$ cat src/rtl/lagrange_out_stage.sv
// Output stage behind the 6-tap Lagrange FIR: aligns validity, drops warm-up samples,
// rounds/saturates to OUT_W bits and buffers results in a small valid/ready FIFO.
module lagrange_out_stage #(
  parameter int IN_W       = 46,
  parameter int OUT_W      = 16,
  parameter int FRAC       = 10,
  parameter int FIR_LAT    = 2,
  parameter int N_TAPS     = 6,
  parameter int FIFO_DEPTH = 8
) (
  input  logic              clk,
  input  logic              reset,
  input  logic              in_valid,
  input  logic [IN_W-1:0]   fir_long,
  input  logic              clr,
  output logic [OUT_W-1:0]  m_data,
  output logic              m_valid,
  input  logic              m_ready,
  output logic [3:0]        fill,
  output logic              sat_flag,
  output logic [15:0]       sat_count,
  output logic              ovf_flag
);

  localparam int PTR_W = $clog2(FIFO_DEPTH);
  localparam int CNT_W = $clog2(N_TAPS);
  localparam logic [CNT_W-1:0] RUN_MAX = CNT_W'(N_TAPS - 1);
  localparam logic [PTR_W:0]   FULL_CNT = (PTR_W+1)'(FIFO_DEPTH);
  localparam logic signed [IN_W:0] HALF    = (IN_W+1)'(1) <<< (FRAC - 1);
  localparam logic signed [IN_W:0] SAT_MAX = (IN_W+1)'((1 << (OUT_W - 1)) - 1);
  localparam logic signed [IN_W:0] SAT_MIN = ~SAT_MAX;

  logic [FIR_LAT-1:0]      r_vpipe;
  logic [CNT_W-1:0]        r_run;
  logic signed [IN_W:0]    r_round;
  logic                    r_rv;
  logic [OUT_W-1:0]        r_mem [FIFO_DEPTH];
  logic [PTR_W-1:0]        r_wr_ptr;
  logic [PTR_W-1:0]        r_rd_ptr;
  logic [PTR_W:0]          r_count;
  logic [OUT_W-1:0]        r_last;
  logic                    r_sat_flag;
  logic [15:0]             r_sat_count;
  logic                    r_ovf_flag;

  logic                    w_v_al;
  logic                    w_keep;
  logic signed [IN_W:0]    w_sum;
  logic                    w_hi;
  logic                    w_lo;
  logic                    w_clamp;
  logic [OUT_W-1:0]        w_sat_data;
  logic                    w_pop;
  logic                    w_full;
  logic                    w_wr;
  logic                    w_drop;

  assign w_v_al = r_vpipe[FIR_LAT-1];
  // A run only yields settled FIR output once its history holds N_TAPS real samples.
  assign w_keep = w_v_al && (r_run == RUN_MAX);

  // NOTE: state registers use non-blocking assignments so every flop samples pre-edge values.
  always_ff @(posedge clk or negedge reset) begin
    if (!reset) begin
      r_vpipe <= '0;
      r_run   <= '0;
      r_round <= '0;
      r_rv    <= 1'b0;
    end else begin
      r_vpipe[0] <= in_valid;
      for (int i = 1; i < FIR_LAT; i++) r_vpipe[i] <= r_vpipe[i-1];
      if (!w_v_al)              r_run <= '0;
      else if (r_run != RUN_MAX) r_run <= r_run + CNT_W'(1);
      r_round <= w_sum >>> FRAC;
      r_rv    <= w_keep;
    end
  end

  // One extra sign bit so adding the half-LSB can never wrap.
  assign w_sum = $signed({fir_long[IN_W-1], fir_long}) + HALF;

  assign w_hi    = r_round > SAT_MAX;
  assign w_lo    = r_round < SAT_MIN;
  assign w_clamp = r_rv && (w_hi || w_lo);

  // NOTE: every signal assigned in always_comb gets a default first so no latch is inferred.
  always_comb begin
    w_sat_data = r_round[OUT_W-1:0];
    if (w_hi)      w_sat_data = {1'b0, {(OUT_W-1){1'b1}}};
    else if (w_lo) w_sat_data = {1'b1, {(OUT_W-1){1'b0}}};
  end

  assign m_valid = (r_count != '0);
  assign w_full  = (r_count == FULL_CNT);
  assign w_pop   = m_valid && m_ready;
  assign w_wr    = r_rv && (!w_full || w_pop);
  assign w_drop  = r_rv && w_full && !w_pop;

  // NOTE: storage array has no reset; pointers and count alone define which entries are live.
  always_ff @(posedge clk) begin
    if (w_wr) r_mem[r_wr_ptr] <= w_sat_data;
  end

  always_ff @(posedge clk or negedge reset) begin
    if (!reset) begin
      r_wr_ptr <= '0;
      r_rd_ptr <= '0;
      r_count  <= '0;
      r_last   <= '0;
    end else begin
      if (w_wr)  r_wr_ptr <= r_wr_ptr + PTR_W'(1);
      if (w_pop) begin
        r_rd_ptr <= r_rd_ptr + PTR_W'(1);
        r_last   <= r_mem[r_rd_ptr];
      end
      case ({w_wr, w_pop})
        2'b10:   r_count <= r_count + (PTR_W+1)'(1);
        2'b01:   r_count <= r_count - (PTR_W+1)'(1);
        default: r_count <= r_count;
      endcase
    end
  end

  // A new event in the same cycle as clr must survive, so events take priority.
  always_ff @(posedge clk or negedge reset) begin
    if (!reset) begin
      r_sat_flag  <= 1'b0;
      r_sat_count <= '0;
      r_ovf_flag  <= 1'b0;
    end else begin
      if (w_clamp) begin
        r_sat_flag <= 1'b1;
        if (clr)                     r_sat_count <= 16'd1;
        else if (r_sat_count != '1)  r_sat_count <= r_sat_count + 16'd1;
      end else if (clr) begin
        r_sat_flag  <= 1'b0;
        r_sat_count <= '0;
      end
      if (w_drop)   r_ovf_flag <= 1'b1;
      else if (clr) r_ovf_flag <= 1'b0;
    end
  end

  // When empty, the last consumed sample stays on the bus.
  assign m_data    = m_valid ? r_mem[r_rd_ptr] : r_last;
  assign fill      = 4'(r_count);
  assign sat_flag  = r_sat_flag;
  assign sat_count = r_sat_count;
  assign ovf_flag  = r_ovf_flag;

endmodule

$ cat config.mk
export PLATFORM = sky130hd
export DESIGN_NAME = lagrange_out_stage
export DESIGN_NICKNAME = d
export VERILOG_FILES = /design/src/rtl/lagrange_out_stage.sv
export SDC_FILE = /design/constraint.sdc
export NUM_CORES = 1
export LEC_CHECK = 0
export ABC_AREA = 1
export CAP_MARGIN = 10
export CORE_ASPECT_RATIO = 1.4
export CORE_MARGIN = 2
export CORE_UTILIZATION = 60
export DETAILED_ROUTE_END_ITERATION = 6
export HOLD_SLACK_MARGIN = 0.08
export PLACE_DENSITY = 0.88
export SLEW_MARGIN = 10
export SYNTH_ARGS = -nofsm -noshare
export SYNTH_HDL_FRONTEND = slang
export SYNTH_SLANG_ARGS = --single-unit
export TNS_END_PERCENT = 10
$ cat constraint.sdc
create_clock -name clk -period 6.3 [get_ports clk]
set_clock_uncertainty 0.1 [all_clocks]
set_input_delay 1.26 -clock clk [delete_from_list [all_inputs] [get_ports clk]]
set_output_delay 1.26 -clock clk [all_outputs]
set_load 0.02 [all_outputs]
======== After elaboration in Yosys (flattened, before gate mapping) ========
Memories as Yosys holds them, arrays and structs flattened.
Index checks and enable logic that the tools add are counted.
storage, ports and cells
  memory bits (writable) .................. 128
  input port bits ......................... 51
  output and inout bits ................... 39
  bits in registers ....................... 87
  memories ................................ 1
  logic and storage cells ................. 59
cells by class
  muxes and demuxes ....................... 15
  add/subtract/negate cells ............... 7
  magnitude comparators ................... 2
  equal/unequal tests ..................... 7
  reductions and logical operators ........ 16
memory list
  name   words  width  rd ports  clocked after memory_dff  write ports  line  text
  r_mem  8      16     1         0                         1            37    logic [OUT_W-1:0] r_mem [FIFO_DEPTH];
operators with widths
  kind                    count
  $mux 16                 7
  $add 46x11->47 const B  1
  $gt 37x16->1 const B    1
  $lt 37x16->1 const B    1
  $add 16x1->16 const B   1
  $ne 16x16->1 const B    1
  $add 3x1->3 const B     3
  $pmux 4 s2              1
  $reduce_bool 2->1       4
  $logic_and 1x1->1       6
  $mux 3                  2
  $mux 1                  5
  $add 4x1->4 const B     1
  $eq 4x4->1 const B      1
  $reduce_bool 4->1       1
  $sub 4x1->4 const B     1
  $eq 3x3->1 const B      1
  $ne 3x3->1 const B      1
  $eq 2x1->1 const B      1
  $eq 2x2->1 const B      1
  $logic_not 1->1         2
  $logic_or 1x1->1        2
  $ne 2x1->1 const B      1
  $reduce_and 2->1        1

======== Depth between registers and ports, before layout ========
Gate-level depths: netlist of run 1.
  word-level depth ........................ 6
  depth in mapped cells ................... 14
  gate-level depth less buffers ........... 14

======== Worst setup path before layout of run 1 ========
No wires, ideal clock.
  kind .................................... in2reg
  start ................................... input port m_ready
  end ..................................... memory r_mem[0][0], enable pin
  buffers on the path ..................... 0
  data arrival time ....................... 2,755 ps
  setup slack ............................. 3,056 ps
  setup time .............................. 388 ps
  cell stages on the path ................. 7
  cells stage by stage .................... inv_1 nand4_1 inv_1 nor2_1 inv_1 or2_2 nor2_1
on the way
  longest elaborated chain between the ends .. 5
ends and longest elaborated chain
  item                          line  text
  start, declared               18    input logic m_ready,
  $logic_and 1x1->1             95    assign w_pop = m_valid && m_ready;
  $logic_or 1x1->1              96    assign w_wr = r_rv && (!w_full || w_pop);
  $logic_and 1x1->1             96
  $mux 1                        101   if (w_wr) r_mem[r_wr_ptr] <= w_sat_data;
  $mux 1 (implied by the code)  101
  end, declared                 37
Every way passes these cells.

======== Worst setup path after layout of run 1 ========
  start ................................... register r_rd_ptr[1]
  end ..................................... output port m_data[10]
on the way
  longest elaborated chain between the ends .. 2
ends and longest elaborated chain
  item                    line  text
  start, declared         39    logic [PTR_W-1:0] r_rd_ptr;
  start signal, assigned  113   r_rd_ptr <= r_rd_ptr + PTR_W'(1);
  $mem_v2 8x16            --
  $mux 16                 145   assign m_data = m_valid ? r_mem[r_rd_ptr] : r_last;
  end, declared           16    output logic [OUT_W-1:0] m_data,
Every way passes these cells.

==> flow_summary.toml, run 1 <==
[power_and_ir_drop]
power_density_mw_per_mm2 = 363
power.switching_uw = 1360
peakVddDrop_mv = 0.279
clkPwrFrac = 0.277
combPwrFrac = 0.302
p_seq_frac = 0.420
cellLeakagePower_uw = 0.00439
switching_share = 0.331
intPower_uw = 2740

[routing]
wirelength_mm = 21.1
dr.first_iter.drc_count = 550
drtAntennaViolNets = 0
vias = 6903
wl_per_cell_um = 17.2
drc = 0
vias_per_cell = 5.62
first_pass_iters = 5

[logic_synthesis]
ys_seq_area_frac = 0.617
netlist_area_sq_mm = 0.00975
yosysTopAreaCellShare = 0.394
yosysWarnings = 0
synth_edf_count = 128
synthArstFlopShare = 0.405
syn_area_per_cell_sq_um = 10.3
synth_commonest_cells = "nand2_1 (195), nor2_1 (140), edfxtp_1 (128), o21ai_0 (100), dfrtp_1 (87)"
synth_cell_types = 44
ys_ff_latch = 215
yosysMostFrequentCell = "nand2_1"
ys.flop_type = "edfxtp_1"
synth_area_leaders = "edfxtp_1 (39%), dfrtp_1 (22%), nand2_1 (7.5%)"
synth_top_area_cell = "edfxtp_1"
synthCells = 945
synth_nets = 1006

[timing]
fin_ws_ns = 1.51
fin_crit_sh = 0.760
rsz0062_at_grt = "no"
setup_viol = 0
tightest_slew_ns = 1.14
timing.fmax_mhz = 209
fin_crit_ns = 4.79
final_max_slew_viol_count = 0
holdWs_ns = 0.258
setup_tns_ns = 0
relSlewSlack = 0.239
hold_violations = 0

[floorplanning]
die_w_um = 112
ios = 90
fp-row-count = 55
die-height_um = 155
start_util = 0.608
die_area_sq_mm = 0.0173
core_sq_mm = 0.0160

[cts]
cts.clk_slew.worst_paths_ns = 0.06
post-cts-setup-buffers = 0
cts_tree = "built"
cts.htree.levels = 1
cts-root-buf = "clkbuf_16"
cts_buffers = 20
cts_sinks = 215
clk_latency_ns = 0.50
cts-resized-gates = 0
ctsHoldBuffers = 0
clockBufferDepth = 3

[global_routing]
grt_first_pass_wirelength_mm = 34.4
grt_use_total = 0.250
antenna_found_initial = 0
grt_pass1_vias = 7001
gr-total-overflow = 0
grt_max_degree = 67

[layout]
area_delta_synth_final_pct = 16.0
drive_gt1_frac = 0.0592
diodes = 0
fillers = 1129
multi_input_area_sq_mm = 0.00340
finish.net_count = 1077
register_area_sq_mm = 0.00602

[worst_setup_path]
slowest_delay_ns = 1.07
path_class = "reg2out"
critical_path.endpoint_type = "output pin"
cp_max_fo = 35
crit_chain = "buf_4 > o21ai_0 > o211ai_1 > o21ai_0 > o21ai_0 > clkdlybuf4s50_1"
arrival_ns = 3.43
path_common_cell = "o21ai_0"
cp.required_ns = 4.94
critPathSlowestCell = "dfrtp_1"
cp-start-kind = "flop"

[place]
place_congestion = 0.926
hpwl_mm = 14.2
portBuffers = 80
dp_slack_ns = 2.05

[status]
status = "finished, final reports clean"

[run]
drv_cap = 0

[min_path]
min_path_type = "reg2reg"
==> state kept, by name (all words and copies together), names as in the netlist, 2 cells and up <==
| signal | flops |
|---|---|
| fill | 4 |
| r_last | 16 |
| r_mem | 128 |
| r_rd_ptr | 3 |
| r_round | 37 |
| r_run | 3 |
| r_vpipe | 2 |
| r_wr_ptr | 3 |
| sat_count | 16 |
==> worst paths after layout <==
check	start	to	slack (ns)	cells after the start
hold / removal	r_vpipe[0]	r_vpipe[1]	0.26	0
setup reg to reg	fill[1]	fill[3]	3.37	13
setup / recovery	r_rd_ptr[1]	m_data[10]	1.51	6
hold reg to reg	r_vpipe[0]	r_vpipe[1]	0.26	0
max in group asynchronous	reset	r_round[28]	4.49	2
min in group asynchronous	reset	sat_count[8]	0.61	1
==> metal layers <==
layer	share of wire	track usage	wire, um
met1	0.38	0.296	7930
met2	0.55	0.471	11500
met3	0.050	0.0226	1060
met4	0.029	0.0917	615
met5	0	0	0
==> cell families (layout without fill, tap and decap cells) <==
family / after synthesis / in the layout / synth area share
buffers and inverters: 85 / 170 / 0.0360
DFF: 215 / 215 / 0.617
AOI/OAI and AO/OA: 140 / 140 / 0.0789
muxes: 16 / 16 / 0.0164
xor gates and xnor gates: 52 / 52 / 0.0467
and+or+nand+nor: 427 / 427 / 0.191
adders and majority gates: 10 / 10 / 0.0136
==> stage by stage <==
| stage | cell area, sq um | total power [uW] | std cells | utilization |
|---|---|---|---|---|
| finish | 11300 | 4100 | 1229 | 0.705 |
| global route | 11300 | 4320 | 1229 | 0.705 |
| global placement | 10700 | 2910 | 1193 | 0.667 |
| floorplan | 9750 | 2520 | 945 | - |
| detailed placement | 10700 | 2980 | 1193 | 0.667 |
| CTS | 11300 | 4120 | 1229 | 0.705 |
==> power groups by stage <==
stage               clock (uW)  combinational, uW  sequential, uW
detailed placement           0               1230            1750
global placement             0               1170            1740
CTS                       1150               1250            1720
global route              1210               1370            1740
floorplan                    0                823            1690
finish                    1140               1240            1730
==> final cells by class <==
type                       count  share of cell area
multi-input combinational    645               0.301
timing repair buffer          84              0.0732
sequential                   215               0.532
tap                          199              0.0220
clock inverter                 7             0.00310
inverter                      50              0.0166
clock buffer                  29              0.0519
==> layout by cell type (no fill, tap or decap), types with 2 or more instances in the layout <==
cell and count:
nand2_1 195, nor2_1 132, edfxtp_1 128, o21ai_0 100, dfrtp_1 86, clkdlybuf4s50_1 79, inv_1 47, nand3_1 34
xor2_1 32, clkbuf_16 22, xnor2_1 20, nand4_1 19, o22ai_1 17, mux2i_1 16, o211ai_1 16, nor3_1 11
nor2_2 10, ha_1 9, clkbuf_1 6, nor2_4 5, nor4_1 5, clkinv_1 5, buf_4 5, nand2_2 4
o21ai_1 4, inv_2 2, clkinvlp_4 2
==> critical path: cells and delay by family, from the launching register on <==
kind	cells	cell delay (ns)
buf+inv	2	1.09
compound gates	4	0.76
flops	1	1.07
No activity file was read; power rests on OpenSTA's default activity.
==> inputs of run 2 (changes only) <==
--- a/config.mk
+++ b/config.mk
@@ -9,10 +9,10 @@
 export CAP_MARGIN = 10
 export CORE_ASPECT_RATIO = 1.4
 export CORE_MARGIN = 2
-export CORE_UTILIZATION = 60
+export CORE_UTILIZATION = 58
 export DETAILED_ROUTE_END_ITERATION = 6
 export HOLD_SLACK_MARGIN = 0.08
-export PLACE_DENSITY = 0.88
+export PLACE_DENSITY = 0.85
 export SLEW_MARGIN = 10
 export SYNTH_ARGS = -nofsm -noshare
 export SYNTH_HDL_FRONTEND = slang
==> constraint.sdc (replaced) <==
create_clock -name clk -period 4.7 [get_ports clk]
set_clock_uncertainty 0.1 [all_clocks]
set_input_delay 0.94 -clock clk [delete_from_list [all_inputs] [get_ports clk]]
set_output_delay 0.94 -clock clk [all_outputs]
set_load 0.02 [all_outputs]
==> flow_summary.toml, run 2 (synthesis gave the netlist of run 1 again) <==
[status]
status = "finished, final reports clean"

[floorplanning]
core_sq_mm = 0.0166
die_w_um = 114
die-height_um = 157
fp-row-count = 56
die_area_sq_mm = 0.0179
start_util = 0.587
ios = 90

[power_and_ir_drop]
p_seq_frac = 0.404
power.switching_uw = 1800
intPower_uw = 3800
power_density_mw_per_mm2 = 490
cellLeakagePower_uw = 0.00448
power.total_uw = 5610
switching_share = 0.321
peakVddDrop_mv = 0.344
combPwrFrac = 0.306
clkPwrFrac = 0.290

[min_path]
hold_depth = 0
min_from = "r_vpipe[0]"
hold_end = "r_vpipe[1]"
min_path_type = "reg2reg"

[cts]
ctsHoldBuffers = 0
cts_buffers = 20
cts.clk_slew.worst_paths_ns = 0.07
cts-root-buf = "clkbuf_16"
cts_tree = "built"
post-cts-setup-buffers = 0
cts_sinks = 215
cts.htree.levels = 1
clockBufferDepth = 3
clk_latency_ns = 0.48
cts-resized-gates = 0

[timing]
hold_violations = 0
setup_viol = 0
setup_tns_ns = 0
final_max_slew_viol_count = 0
fin_ws_ns = 0.682
timing.fmax_mhz = 249
relSlewSlack = 0.306
rsz0062_at_grt = "no"
fin_crit_sh = 0.855
fin_crit_ns = 4.02
tightest_slew_ns = 1.04

[worst_setup_path]
r2r-end = "fill[3]"
arrival_ns = 2.98
cp-start-kind = "flop"
cp.required_ns = 3.66
path_class = "reg2out"
worstReg2RegStart = "fill[0]"
r2r_slack_ns = 1.75
r2r_cells = 13
critical_path.endpoint_type = "output pin"
cp_max_fo = 66

[routing]
dr.first_iter.drc_count = 608
vias = 6966
drtAntennaViolNets = 0
drc = 0
vias_per_cell = 5.61
first_pass_iters = 6
wl_per_cell_um = 16.6
wirelength_mm = 20.7

[place]
dp_slack_ns = 1.17
place_congestion = 0.919
hpwl_mm = 14.0
placed_area_sq_mm = 0.0108
portBuffers = 80

[layout]
drive_gt1_frac = 0.0654
area_delta_synth_final_pct = 17.2
diodes = 0
top_register = "r_mem"
largest_reg_flops = 128
reg_top3 = "r_mem x128, r_round x37"
layout_commonest_cell = "nand2_1"
finalInstanceArea_sq_mm = 0.0114
finish.net_count = 1087
final_cell_mix = "nand2_1 (195), nor2_1 (140), edfxtp_1 (128)"

[run]
drv_cap = 0

[global_routing]
grt_max_degree = 67
grt_use_total = 0.238
antenna_found_initial = 0
gr-total-overflow = 0
grt_first_pass_wirelength_mm = 33.7
grt_pass1_vias = 6973
run 2: changes by cell type in the layout (fill, tap and decap cells not counted), sizes merged:
cell      before  now
buf            5   15
clkbuf        29   26
bufinv         0    2
clkinv         6    7
clkinvlp       2    1
run 2: final cells by class:
class / count / area, sq um
Clock buffer: 26 / 574
Sequential cell: 215 / 6020
Clock inverter: 9 / 98.8
Fill cell: 1157 / 5170
Timing Repair Buffer: 94 / 916
Tap cell: 203 / 254
Multi-Input combinational cell: 645 / 3380
Inverter: 50 / 188
run 2: per-stage QoR:
step,std cells,utilization,hold slack [ns]
floorplan,945,-,0.231
global placement,1207,0.648,0.235
detailed placement,1207,0.648,0.250
CTS,1242,0.689,0.266
global route,1242,0.689,0.273
finish,1242,0.689,0.258
run 2: per-layer routing:
layer / up-vias / global-route usage / share of wire
li1: 3390 / - / -
met1: 3315 / 0.284 / 0.39
met2: 222 / 0.449 / 0.54
met3: 39 / 0.0254 / 0.053
met4: 0 / 0.0772 / 0.023
met5: - / 0 / 0
run 2: power groups by stage:
stage | clock network (uW) | logic [uW] | registers (uW)
floorplan | 0 | 1100 | 2270
global route | 1730 | 1890 | 2290
global placement | 0 | 1640 | 2290
detailed placement | 0 | 1710 | 2300
CTS | 1650 | 1720 | 2260
finish | 1620 | 1720 | 2270
run 2: worst max path at each step:
stage | start | to | slack, ns
floorplan | m_ready | r_mem[4][0] | 1.78
global placement | m_ready | fill[3] | 1.20
detailed placement | m_ready | fill[3] | 1.17
CTS | r_rd_ptr[0] | m_data[4] | 0.67
global route | r_rd_ptr[0] | m_data[4] | 0.47
finish | r_rd_ptr[0] | m_data[13] | 0.68
run 2: worst max-delay path, stage by stage (launching register included):
cell	delay (ns)
dfrtp_2	0.36
buf_4	0.58
nor2_1	0.14
nor2_1	0.14
o21ai_0	0.11
o211ai_1	0.09
o21ai_0	0.20
o21ai_0	0.22
clkdlybuf4s50_1	0.62
==> inputs of run 3 (changes only) <==
--- a/config.mk
+++ b/config.mk
@@ -8,7 +8,6 @@
 export ABC_AREA = 1
 export CAP_MARGIN = 10
 export CORE_ASPECT_RATIO = 1.4
-export CORE_MARGIN = 2
 export CORE_UTILIZATION = 58
 export DETAILED_ROUTE_END_ITERATION = 6
 export HOLD_SLACK_MARGIN = 0.08
==> flow_summary.toml, run 3 (synthesis gave the netlist of run 1 again) <==
[status]
status = "complete, but fails checks"
violations = "design-rule violations"

[layout]
diodes = 0
layout_commonest_cell = "nand2_1"
fin_util = 0.700
area_delta_synth_final_pct = 17.0
fin_cells = 1238
finish.net_count = 1086
reg_top3 = "r_mem x128, r_round x37"
top_register = "r_mem"
largest_reg_flops = 128
finalInstanceArea_sq_mm = 0.0114
drive_gt1_frac = 0.0645
final_cell_mix = "nand2_1 (195), nor2_1 (140), edfxtp_1 (128)"
fillers = 1161

[floorplanning]
die-height_um = 155
start_util = 0.598
die_area_sq_mm = 0.0173
die_w_um = 112
core_sq_mm = 0.0163
fp-row-count = 55
ios = 90

[worst_setup_path]
cp_max_fo = 66
path_class = "reg2out"
cp.required_ns = 3.66
cp-start-kind = "flop"
critical_path.endpoint_type = "output pin"
arrival_ns = 3.04
r2r_slack_ns = 1.77

[min_path]
min_path_type = "reg2reg"

[cts]
cts_sinks = 215
cts_buffers = 20
cts_tree = "built"
cts.clk_slew.worst_paths_ns = 0.06
post-cts-setup-buffers = 0
clk_latency_ns = 0.49
cts-resized-gates = 0
cts-root-buf = "clkbuf_16"
ctsHoldBuffers = 0
clockBufferDepth = 3
cts.htree.levels = 1

[global_routing]
antenna_found_initial = 0
gr-total-overflow = 0
grt_pass1_vias = 6910
grt_use_total = 0.241
grt_first_pass_wirelength_mm = 32.8
grt_max_degree = 67

[place]
portBuffers = 80
dpl.cell_count = 1202
hpwl_mm = 13.2
place_congestion = 0.933
placed_area_sq_mm = 0.0107

[run]
drv_cap = 0

[power_and_ir_drop]
peakVddDrop_mv = 0.248
power_density_mw_per_mm2 = 490
cellLeakagePower_uw = 0.00447

[routing]
dr.first_iter.drc_count = 405
vias_per_cell = 5.62
wirelength_mm = 20.1
vias = 6962
drtAntennaViolNets = 0
drc = 4
wl_per_cell_um = 16.3
first_pass_iters = 7

[timing]
rsz0062_at_grt = "no"
setup_tns_ns = 0
setup_viol = 0
timing.fmax_mhz = 245
final_max_slew_viol_count = 0
fin_crit_sh = 0.867
tightest_slew_ns = 1.06
hold_violations = 0
fin_crit_ns = 4.08
relSlewSlack = 0.290
==> run 3: changes by cell type in the layout (fill, tap and decap cells not counted), sizes merged <==
| cell | change |
|---|---|
| bufinv | +1 |
| clkbuf | -3 |
| inv | +1 |
| buf | -1 |
| clkinvlp | +2 |
==> run 3: routing by layer <==
layer	routed length, um	vias to the layer above	global-route usage
met3	1150	49	0.0343
met1	7710	3271	0.279
met5	0	-	0
met2	10600	260	0.443
met4	667	0	0.108
li1	-	3382	-
==> run 3: power breakdown <==
group / total [uW] / leakage (uW) / switching (uW) / internal, uW
clock: 1650 / 0.000325 / 664 / 982
sequential: 2270 / 0.00221 / 122 / 2140
combinational: 1680 / 0.00193 / 1010 / 668
total: 5590 / 0.00447 / 1800 / 3790
==> run 3: metrics by stage <==
step / power, uW / setup slack, ns / hold WS, ns
after global routing: 5890 / 0.374 / 0.256
after global placement: 3910 / 1.22 / 0.234
final: 5590 / 0.625 / 0.250
after CTS: 5610 / 0.637 / 0.252
after detailed placement: 3970 / 1.17 / 0.236
after floorplan: 3370 / 1.78 / 0.231
==> run 3: layout make-up <==
cell class | count | area [sq um] | area share
Tap cell | 199 | 249 | 0.0218
Timing Repair Buffer | 93 | 896 | 0.0785
Inverter | 50 | 188 | 0.0164
Sequential cell | 215 | 6020 | 0.528
Multi-Input combinational cell | 645 | 3380 | 0.296
Clock buffer | 23 | 533 | 0.0467
Clock inverter | 13 | 145 | 0.0127
==> run 3: path summary, 6_finish.rpt <==
kind                              from      endpoint  cells after the start
setup / recovery           r_rd_ptr[0]    m_data[15]                      8
hold / removal              r_vpipe[0]    r_vpipe[1]                      0
setup reg to reg               fill[0]       fill[3]                     13
hold reg to reg             r_vpipe[0]    r_vpipe[1]                      0
max in group asynchronous        reset   r_round[31]                      2
min in group asynchronous        reset  sat_count[6]                      1
==> run 3: critical path, stage by stage, from the launching register on <==
cell	delay [ns]
dfrtp_2	0.35
buf_4	0.57
nor2_1	0.12
nor2_1	0.16
o21ai_0	0.11
o211ai_1	0.12
o21ai_0	0.20
o21ai_0	0.23
clkdlybuf4s50_1	0.63
